==> src/rtl/mux16_scan_ctrl.sv <==
// mux16_scan_ctrl: loads a word onto a 16:1 mux tree, walks the select,
// serialises the sampled output and checks the reassembled word.
module mux16_scan_ctrl #(
  parameter int DWELL     = 1,
  parameter bit LSB_FIRST = 1'b1
) (
  input  logic        clk,
  input  logic        rst_n,
  input  logic        in_valid,
  output logic        in_ready,
  input  logic [15:0] in_data,
  output logic [15:0] mux_i,
  output logic [3:0]  mux_s,
  input  logic        mux_y,
  output logic        ser_valid,
  output logic        ser_bit,
  output logic        ser_last,
  input  logic        ser_ready,
  output logic        busy,
  output logic        word_valid,
  output logic [15:0] word_out,
  output logic        word_err
);

  typedef enum logic [1:0] {
    IDLE,
    SETTLE,
    PRESENT,
    DONE
  } state_e;

  localparam logic [3:0] DW_LAST = 4'(DWELL - 1);
  localparam logic [3:0] S_FIRST = LSB_FIRST ? 4'd0 : 4'd15;

  state_e      state_q;
  logic [3:0]  dwell_q;
  logic [3:0]  bit_q;
  logic        in_ready_q;
  logic [15:0] mux_i_q;
  logic [3:0]  mux_s_q;
  logic [3:0]  mux_s_d;
  logic        ser_valid_q;
  logic        ser_bit_q;
  logic        ser_last_q;
  logic        busy_q;
  logic        word_valid_q;
  logic [15:0] word_out_q;
  logic        word_err_q;

  // Next select position in scan order.
  always_comb begin
    mux_s_d = LSB_FIRST ? mux_s_q + 4'd1 : mux_s_q - 4'd1;
  end

  // Scan sequencer; every output is a register updated here.
  always_ff @(posedge clk or negedge rst_n) begin
    if (!rst_n) begin
      state_q      <= IDLE;
      dwell_q      <= '0;
      bit_q        <= '0;
      in_ready_q   <= 1'b0;
      mux_i_q      <= '0;
      mux_s_q      <= '0;
      ser_valid_q  <= 1'b0;
      ser_bit_q    <= 1'b0;
      ser_last_q   <= 1'b0;
      busy_q       <= 1'b0;
      word_valid_q <= 1'b0;
      word_out_q   <= '0;
      word_err_q   <= 1'b0;
    end else begin
      word_valid_q <= 1'b0;
      unique case (state_q)
        IDLE: begin
          in_ready_q <= 1'b1;
          if (in_valid && in_ready_q) begin
            in_ready_q <= 1'b0;
            busy_q     <= 1'b1;
            mux_i_q    <= in_data;
            mux_s_q    <= S_FIRST;
            dwell_q    <= '0;
            bit_q      <= '0;
            word_out_q <= '0;
            word_err_q <= 1'b0;
            state_q    <= SETTLE;
          end
        end
        SETTLE: begin
          dwell_q <= dwell_q + 4'd1;
          if (dwell_q == DW_LAST) begin
            ser_bit_q           <= mux_y;
            word_out_q[mux_s_q] <= mux_y;
            ser_valid_q         <= 1'b1;
            ser_last_q          <= (bit_q == 4'd15);
            state_q             <= PRESENT;
          end
        end
        PRESENT: begin
          if (ser_ready) begin
            ser_valid_q <= 1'b0;
            ser_last_q  <= 1'b0;
            if (bit_q == 4'd15) begin
              word_valid_q <= 1'b1;
              word_err_q   <= (word_out_q != mux_i_q);
              state_q      <= DONE;
            end else begin
              mux_s_q <= mux_s_d;
              bit_q   <= bit_q + 4'd1;
              dwell_q <= '0;
              state_q <= SETTLE;
            end
          end
        end
        DONE: begin
          busy_q     <= 1'b0;
          in_ready_q <= 1'b1;
          state_q    <= IDLE;
        end
        default: state_q <= IDLE;
      endcase
    end
  end

  assign in_ready   = in_ready_q;
  assign mux_i      = mux_i_q;
  assign mux_s      = mux_s_q;
  assign ser_valid  = ser_valid_q;
  assign ser_bit    = ser_bit_q;
  assign ser_last   = ser_last_q;
  assign busy       = busy_q;
  assign word_valid = word_valid_q;
  assign word_out   = word_out_q;
  assign word_err   = word_err_q;

endmodule

==> config.mk <==
export PLATFORM = sky130hd
export DESIGN_NAME = mux16_scan_ctrl
export DESIGN_NICKNAME = d
export VERILOG_FILES = /design/src/rtl/mux16_scan_ctrl.sv
export SDC_FILE = /design/constraint.sdc
export NUM_CORES = 1
export LEC_CHECK = 0
export ABC_AREA = 1
export BUFFER_PORTS_ARGS = -buffer_cell sky130_fd_sc_hd__buf_2
export CAP_MARGIN = 20
export CORE_ASPECT_RATIO = 2
export CORE_UTILIZATION = 50
export DETAILED_ROUTE_END_ITERATION = 7
export PLACE_DENSITY = 0.86
export SLEW_MARGIN = 20
export SYNTH_ARGS = -nofsm -noshare
export SYNTH_HDL_FRONTEND = slang
export SYNTH_SLANG_ARGS = --single-unit
==> constraint.sdc <==
create_clock -name clk -period 1.8 [get_ports clk]
set_input_delay 0.36 -clock clk [delete_from_list [all_inputs] [get_ports clk]]
set_output_delay 0.36 -clock clk [all_outputs]
set_load 0.02 [all_outputs]
=== After elaboration in Yosys (flattened, before gate mapping) ===
Cells that the tools add are included.

* Bits in registers: 53
* Input port bits: 21
* Output and inout bits: 43
* Logic and storage cells: 83

* Add/subtract/negate cells: 3
* $lt $le $gt $ge: 2
* Equality and inequality tests: 10
* Muxes and demuxes: 37
* Reduce and logical (&&, ||, !) cells: 18

{| class="wikitable"
|+ Operators with widths
! kind !! number
|-
| 2-to-1 mux 16 bit || 2
|-
| case mux 16 bit (2 select lines) || 1
|-
| 2-to-1 mux 4 bit || 7
|-
| bitwise mux 16 bit || 1
|-
| != test 16 bit || 1
|-
| case mux 4 bit (2 select lines) || 2
|-
| adder 4 x 1 -> 4 bit, second input constant || 3
|-
| 2-to-1 mux 1 bit || 12
|-
| case mux 4 bit (3 select lines) || 1
|-
| AND reduction 4 bit || 3
|-
| != test 2 bit, second input constant || 5
|-
| case mux 1 bit (2 select lines) || 5
|-
| AND reduction 3 bit || 3
|-
| 2-to-1 mux 2 bit || 4
|-
| case mux 2 bit (4 select lines) || 1
|-
| nonzero test 2 bit || 4
|-
| AND reduction 2 bit || 3
|-
| less-than comparator 4 x 5 -> 1 bit, second input constant || 1
|-
| demux 1 bit (select 4 bit) || 1
|-
| equality test 2 bit, second input constant || 2
|-
| equality test 4 bit, second input constant || 1
|-
| >= comparator 4 x 1 -> 1 bit, second input constant || 1
|-
| zero test 4 bit || 1
|-
| nonzero test 3 bit || 1
|-
| 3 further kinds || 4
|}

=== Logic depth before layout (Yosys ltp) ===
Gate-level depths: netlist of the first run.

* Depth in word-level cells: 7
* Gate-level depth with buffers: 9
* Mapped depth without buffers: 9

=== Worst setup path before layout of the first run ===
Ideal clock, no wire load.

* Path kind: reg2reg
* From: register state_q[1]
* To: register word_out_q[0], in the netlist word_out[0]
* Library setup time: 0.123 ns
* Arrival time: 1.353 ns
* Data required time: 1.677 ns
* Slack: 0.324 ns
* Cell stages (with the launch flop): 9
* Path buffers: 1
* Clock period less this slack: 1.476 ns
* Cell sequence: dfrtp_1 inv_1 ha_1 inv_2 o21ai_1 nand2_2 buf_4 o21ai_0 nand2_1

* Cells in the longest elaborated chain, start to end: 3
* Elaborated cells between the ends (all ways): 7
* Classes of those cells: 3 x eq/ne; 1 x mux; 3 x reduce/logical

{| class="wikitable"
|+ RTL lines
! what !! line !! text
|-
| start, declared || 35 || <nowiki>state_e state_q;</nowiki>
|-
| start signal, assigned || 58 || <nowiki>state_q <= IDLE;</nowiki>
|-
| start signal, assigned || 85 || <nowiki>state_q <= SETTLE;</nowiki>
|-
| start signal, assigned || 95 || <nowiki>state_q <= PRESENT;</nowiki>
|-
| equality test 2 x 1 -> 1 bit / zero test 2 bit (equally long branches) || 73 || <nowiki>unique case (state_q)</nowiki>
|-
| != test 2 bit (no line) / nonzero test 2 bit (equally long branches) || n/a ||
|-
| AND reduction 3 bit (no line) || n/a ||
|-
| end signal, assigned by index || 92 || <nowiki>word_out_q[mux_s_q] <= mux_y;</nowiki>
|-
| end, declared || 47 || <nowiki>logic [15:0] word_out_q;</nowiki>
|}

Several ways; a longest one is shown, not always the timed one.
A chain may end at the register's enable or synchronous reset.

=== Worst setup path in the final report of the first run ===
* From: register state_q[0]
* To: register mux_s_q[1], in the netlist mux_s[1]

* Cells in the longest elaborated chain, start to end: 3
* Elaborated cells between the ends (all ways): 8
* Classes of those cells: 4 x eq/ne; 1 x mux; 3 x reduce/logical

{| class="wikitable"
|+ RTL lines
! what !! line !! text
|-
| equality test 2 bit / zero test 2 bit (equally long branches) || 73 ||
|-
| != test 2 bit (no line) / nonzero test 2 bit (equally long branches) || n/a ||
|-
| AND reduction 4 bit (no line) || n/a ||
|-
| end signal, assigned || 107 || <nowiki>mux_s_q <= mux_s_d;</nowiki>
|-
| end, declared || 40 || <nowiki>logic [3:0] mux_s_q;</nowiki>
|}

Several ways; a longest one is shown, not always the timed one.

==> results.cfg, run 1 <==
[status]
status = finished, final reports clean

[synth]
synthTopCellsByCount = nand2_1 (138), inv_1 (62), dfrtp_1 (53)
synth_compound_area_share_pct = 10.5
synthCells = 391
synth_seq_area_share_pct = 46.3
synth_cell_types = 26
synth_mux_area_share_pct = 0.393
synth-simple-area-share_pct = 26.5
synth_top_family_by_area = simple AND/OR/NAND/NOR gates
synth-seq-cells = 53
synth_edf_count = 0
synth_warnings = 0
syn_area_um2 = 2870
dominantRegCellSynth = dfrtp_1
synth.most_common_cell = nand2_1
synth_top_area_share_pct = 46.3
syn_area_per_cell_um2 = 7.33
synthXorXnorAreaFrac_pct = 1.53
async_flop_share_pct = 100
synth_fa_ha_area_share_pct = 4.80
synthTopCellsByArea = dfrtp_1 (46%), nand2_1 (18%), inv_1 (8.1%)
synth_largest_area_cell = dfrtp_1
synth_fp_nets = 423

[layout]
design_area_um2 = 3430
area_growth_pct = 19.7
num-fill-cells = 461
antenna_cells = 0
final_nets = 496
layout-drive-gt1-share_pct = 19.6

[clocking]
path_clk_slew_ps = 90
htreeDepth = 2
clock-sinks = 53
cts.path.max_buffers = 2
tritoncts = done
worstSkewPairLatency_ps = 310
ctsRootBufferMaster = clkbuf_8
cts_made_buffers = 5

[floorplan]
die_y_um = 109
ios = 64
dieArea_um2 = 6060
core_area_um2 = 5470
initial_core_util_pct = 52.4
rows = 38
die_w_um = 55.5

[place]
place_area_um2 = 3270
gp_congestion = 0.896
port_buffers = 63
dp_hpwl_um = 5020

[worst_setup_path]
cp_slowest_cell = dfrtp_2
worstPathCellList = inv_1 > ha_1 > nand4_1 > nand2_2 > inv_1 > o21ai_0
path_delay_family = simple AND/OR/NAND/NOR gates
crit_required_ps = 2030
path_class = reg -> reg
startpoint_type = flip-flop
worstPathMaxFanout = 9
rrSetupSlack_ps = 130
crit_path_max_incr_delay_ps = 450
crit_arrival_ps = 1900
timing.rr.start = state_q[0]
timing.critical_path.mode_cell = inv_1
cp_num_buf_inv = 2
reg2reg_to = mux_s[1]
endpoint_kind = flip-flop
rr_worst_depth = 6

[min_path]
min_path_type = in -> reg
hold_end = mux_i[4]
hold_path_depth = 3
min_from = in_data[4]

[drt]
first_pass_iters = 4
drt-initial-drc-count = 127
routed_wl_um = 6590
dr_total_vias = 2645
routedWlPerCell_um = 12.6
drtAntennaViolNets = 0
post-route-drc-count = 0
vias_per_cell = 5.05

[timing]
period_share_pct = 93.0
max_slew_margin_pct = 70.7
hold_slack_ps = 257
period_needed_ps = 1670
setup_viol = 0
tightest_slew_ps = 439
hold_violations = 0
drv_slew = 0
max_freq_mhz = 597
fin_skew_ps = 3.59

[flow_run]
max_cap_viol_count = 0

[global_routing]
grt_pass1_vias = 2525
antenna_found_initial = 0
grt-ovfl-total = 0
grt_pass1_wl_um = 11100
grt_use_total_pct = 23.5
grt_max_degree = 34

[power_and_ir_drop]
powerDensity_nw_per_um2 = 1440
leakagePower_nw = 1.93
peakVddDrop_v = 0.00127
## layout by cell type (no fill, tap or decap), drive strengths merged
| master | synthesis | final |
|---|---|---|
| nand2 | 140 | 140 |
| nor2 | 32 | 32 |
| dlygate4sd3 | 0 | 1 |
| nor3b | 1 | 1 |
| ha | 11 | 11 |
| a2bb2oi | 1 | 1 |
| inv | 63 | 63 |
| a21oi | 9 | 9 |
| or2 | 1 | 1 |
| clkbuf | 4 | 7 |
| buf | 5 | 74 |
| o31ai | 2 | 2 |
| o22ai | 2 | 2 |
| mux2 | 1 | 1 |
| xnor2 | 2 | 2 |
| dfrtp | 53 | 53 |
| o21ai | 44 | 44 |
| nand4 | 2 | 2 |
| nand3 | 13 | 13 |
| xor2 | 3 | 3 |
| nor3 | 2 | 2 |
## per-layer routing
layer / vias to the layer above / global-route usage [%] / routed length [µm]
met3: 13 / 4.39 / 234
met1: 1222 / 24.4 / 2400
li1: 1342 / - / -
met2: 68 / 45.3 / 3820
met5: - / 0 / 0
met4: 0 / 10.0 / 138
## report_power, final
group          internal (mW)  total (mW)  switching, mW
Combinational          0.878        2.49           1.62
Clock                  0.306       0.687          0.381
Sequential              1.51        1.76          0.255
## kinds of logic (layout without fill, tap and decap cells)
| group | count (synthesis) | count (layout) |
|---|---|---|
| simple gates | 191 | 191 |
| buf+inv | 72 | 145 |
| compound gates | 58 | 58 |
| flops | 53 | 53 |
| fa+ha+maj | 11 | 11 |
| xor+xnor | 5 | 5 |
| mux | 1 | 1 |
## state kept, by name, summed over array words and instances, names as in the netlist
| name | flops |
|---|---|
| word_err | 1 |
| word_out | 16 |
| mux_i | 16 |
| ser_last | 1 |
| ser_valid | 1 |
| dwell_q | 4 |
| in_ready | 1 |
| busy | 1 |
| state_q | 2 |
| bit_q | 4 |
| mux_s | 4 |
| word_valid | 1 |
| ser_bit | 1 |
## stage by stage
stage / setup WS, ps / util (%) / std cells / total power [mW] / setup TNS [ps]
5_1_grt: -53.9 / 62.7 / 524 / 5.38 / -60.8
6_report: 126 / 62.7 / 524 / 4.94 / 0
2_1_floorplan: 324 / - / 391 / 3.40 / 0
3_5_place_dp: 98.6 / 59.8 / 512 / 4.14 / 0
3_3_place_gp: 197 / 59.8 / 512 / 4.05 / 0
4_1_cts: 81.0 / 61.6 / 520 / 4.83 / 0
## what timing repair did
| action | in CTS | in global routing |
|---|---|---|
| endpoints found under the hold margin | 16 | 0 |
| buffers inserted | 0 | 4 |
| hold buffers | 1 | 0 |
| resized for setup | 0 | 7 |
| setup endpoints to repair | 0 | 23 |
## final cells by class
type	count	area (µm²)	area share [%]
multi-input cells	266	1270	37.1
well taps	60	75.1	2.19
flip-flops and latches	53	1330	38.7
inverters	63	236	6.90
clock buffers	7	86.3	2.52
repair buffers	75	433	12.6
## worst max path at each step
stage | from | to | depth (start not counted)
floorplan | state_q[1] | word_out[0] | 8
global placement | state_q[1] | word_out[4] | 8
detailed placement | state_q[0] | dwell_q[1] | 9
CTS | state_q[0] | dwell_q[1] | 9
global route | state_q[0] | mux_s[3] | 7
finish | state_q[0] | mux_s[1] | 6
## tightest hold or removal path: stages
cell     delay (ps)
buf_2            70
nand2_1          40
o21ai_0          60
Power figures use the tool's default switching activity.
==> run 2: changes to the inputs <==
--- a/config.mk
+++ b/config.mk
@@ -11,6 +11,7 @@
 export CORE_ASPECT_RATIO = 2
 export CORE_UTILIZATION = 50
 export DETAILED_ROUTE_END_ITERATION = 7
+export MAX_ROUTING_LAYER = met4
 export PLACE_DENSITY = 0.86
 export SLEW_MARGIN = 20
 export SYNTH_ARGS = -nofsm -noshare
==> run 2 against run 1 <==
  * Non-clock buffer count stayed put
  * Worst setup slack lost 2.4 ps
  * Hold slack about the same
  * Global-route usage up 0.53 points
  * Register-to-register slack about the same
  * Clock power hardly changed
  * Die area unchanged
  * Core utilization unchanged
  * Wire length is essentially flat
  * Via count up 0.26%
  * Sequential share of layout area unchanged
  * Total power about the same
  * Largest power group unchanged
==> results.cfg, run 2 (synthesized netlist as in run 1, its figures left out) <==
[status]
status = finished, final reports clean

[worst_setup_path]
crit_start = state_q[0]
startpoint_type = flip-flop
rr_worst_depth = 7
path_class = reg -> reg
worstPathMaxFanout = 9
timing.rr.start = state_q[0]
endpoint_kind = flip-flop
crit_required_ps = 2000
crit_arrival_ps = 1870

[floorplan]
ios = 64
dieArea_um2 = 6060
initial_core_util_pct = 52.4
die_y_um = 109
rows = 38
die_w_um = 55.5
core_area_um2 = 5470

[power_and_ir_drop]
powerDensity_nw_per_um2 = 1440
peakVddDrop_v = 0.00127
leakagePower_nw = 1.93
p_seq_share_pct = 35.6
power.internal_mw = 2.69
switching_power_mw = 2.25
swShare_pct = 45.6
power_frac_comb_pct = 50.5
clkPwrFrac_pct = 13.9

[min_path]
min_path_type = in -> reg
min_from = in_data[4]
hold_path_depth = 3

[drt]
routed_wl_um = 6600
first_pass_iters = 4
dr_total_vias = 2652
post-route-drc-count = 0
drtAntennaViolNets = 0
routedWlPerCell_um = 12.6
vias_per_cell = 5.06
drt-initial-drc-count = 144

[timing]
tightest_slew_ps = 433
max_freq_mhz = 597
setup_tns_ps = 0
hold_violations = 0
setup_viol = 0
period_share_pct = 93.1
drv_slew = 0
fin_ws_ps = 124
period_needed_ps = 1680
max_slew_margin_pct = 71.1
fin_skew_ps = 3.00

[global_routing]
grt-ovfl-total = 0
grt_pass1_wl_um = 11100
grt_pass1_vias = 2517
antenna_found_initial = 0
grt_use_total_pct = 24.1
grt_max_degree = 34

[layout]
final_cell_mix = nand2_1 (138), buf_2 (63), inv_1 (62), dfrtp_1 (52), o21ai_0 (41)
area_growth_pct = 19.7
final_common_cell = nand2_1
fin_cells = 524
antenna_cells = 0
layout-drive-gt1-share_pct = 19.6
num-fill-cells = 461
final_nets = 496
design_area_um2 = 3430

[clocking]
cts.path.max_buffers = 2
clock-sinks = 53
path_clk_slew_ps = 90
htreeDepth = 2
worstSkewPairLatency_ps = 310
tritoncts = done
cts_made_buffers = 5
ctsRootBufferMaster = clkbuf_8

[flow_run]
max_cap_viol_count = 0

[place]
place_inst = 512
gp_congestion = 0.912
port_buffers = 63
place_area_um2 = 3270
dp_hpwl_um = 5020
place_ws_ps = 98.6
==> run 2: area by class of cell <==
type / instances / area, µm² / share of cell area (%)
flip-flops and latches: 53 / 1330 / 38.7
multi-input cells: 266 / 1270 / 37.1
repair buffers: 75 / 433 / 12.6
inverters: 63 / 236 / 6.90
clock buffers: 7 / 86.3 / 2.52
well taps: 60 / 75.1 / 2.19
==> run 2: critical path: stages (launching register included) <==
cell and delay (ps):
dfrtp_2 450, inv_1 90, ha_1 250, nand4_1 260, nand2_2 260, inv_1 120, nand2_1 80, o21ai_0 70
==> run 2: worst paths after layout <==
path | end | slack [ps]
max | mux_s[3] | 120
min | mux_i[4] | 260
max reg2reg | mux_s[3] | 120
min reg2reg | bit_q[1] | 510
max in group asynchronous | dwell_q[0] | 770
min in group asynchronous | mux_i[0] | 510
==> run 2: power by group through the flow <==
stage          Sequential (mW)  Combinational (mW)  Clock (mW)
2_1_floorplan             2.06                1.35           0
3_3_place_gp              1.76                2.29           0
3_5_place_dp              1.79                2.35           0
4_1_cts                   1.76                2.37       0.698
5_1_grt                   1.81                2.82       0.735
6_report                  1.76                2.50       0.687
==> run 2: stage by stage <==
step,hold WS (ps),utilization [%],total power [mW]
after global placement,326,59.8,4.05
final,257,62.7,4.94
after floorplan,64.4,-,3.40
after global routing,254,62.7,5.37
after CTS,252,61.6,4.83
after detailed placement,332,59.8,4.14
==> run 2: what timing repair did <==
action                                  4_1_cts  5_1_grt
buffers inserted                              0        4
gates resized for setup                       0        7
hold endpoints to repair                     16        0
endpoints found under the setup margin        0       23
hold buffers                                  1        0
==> run 2: metal layers <==
metal | track usage [%] | up-vias | share of wire, %
met2 | 45.4 | 54 | 58
met4 | 10.0 | 0 | 2.2
met1 | 24.2 | 1245 | 37
met3 | 3.68 | 12 | 3.0
li1 | - | 1341 | -
met5 | - | - | 0
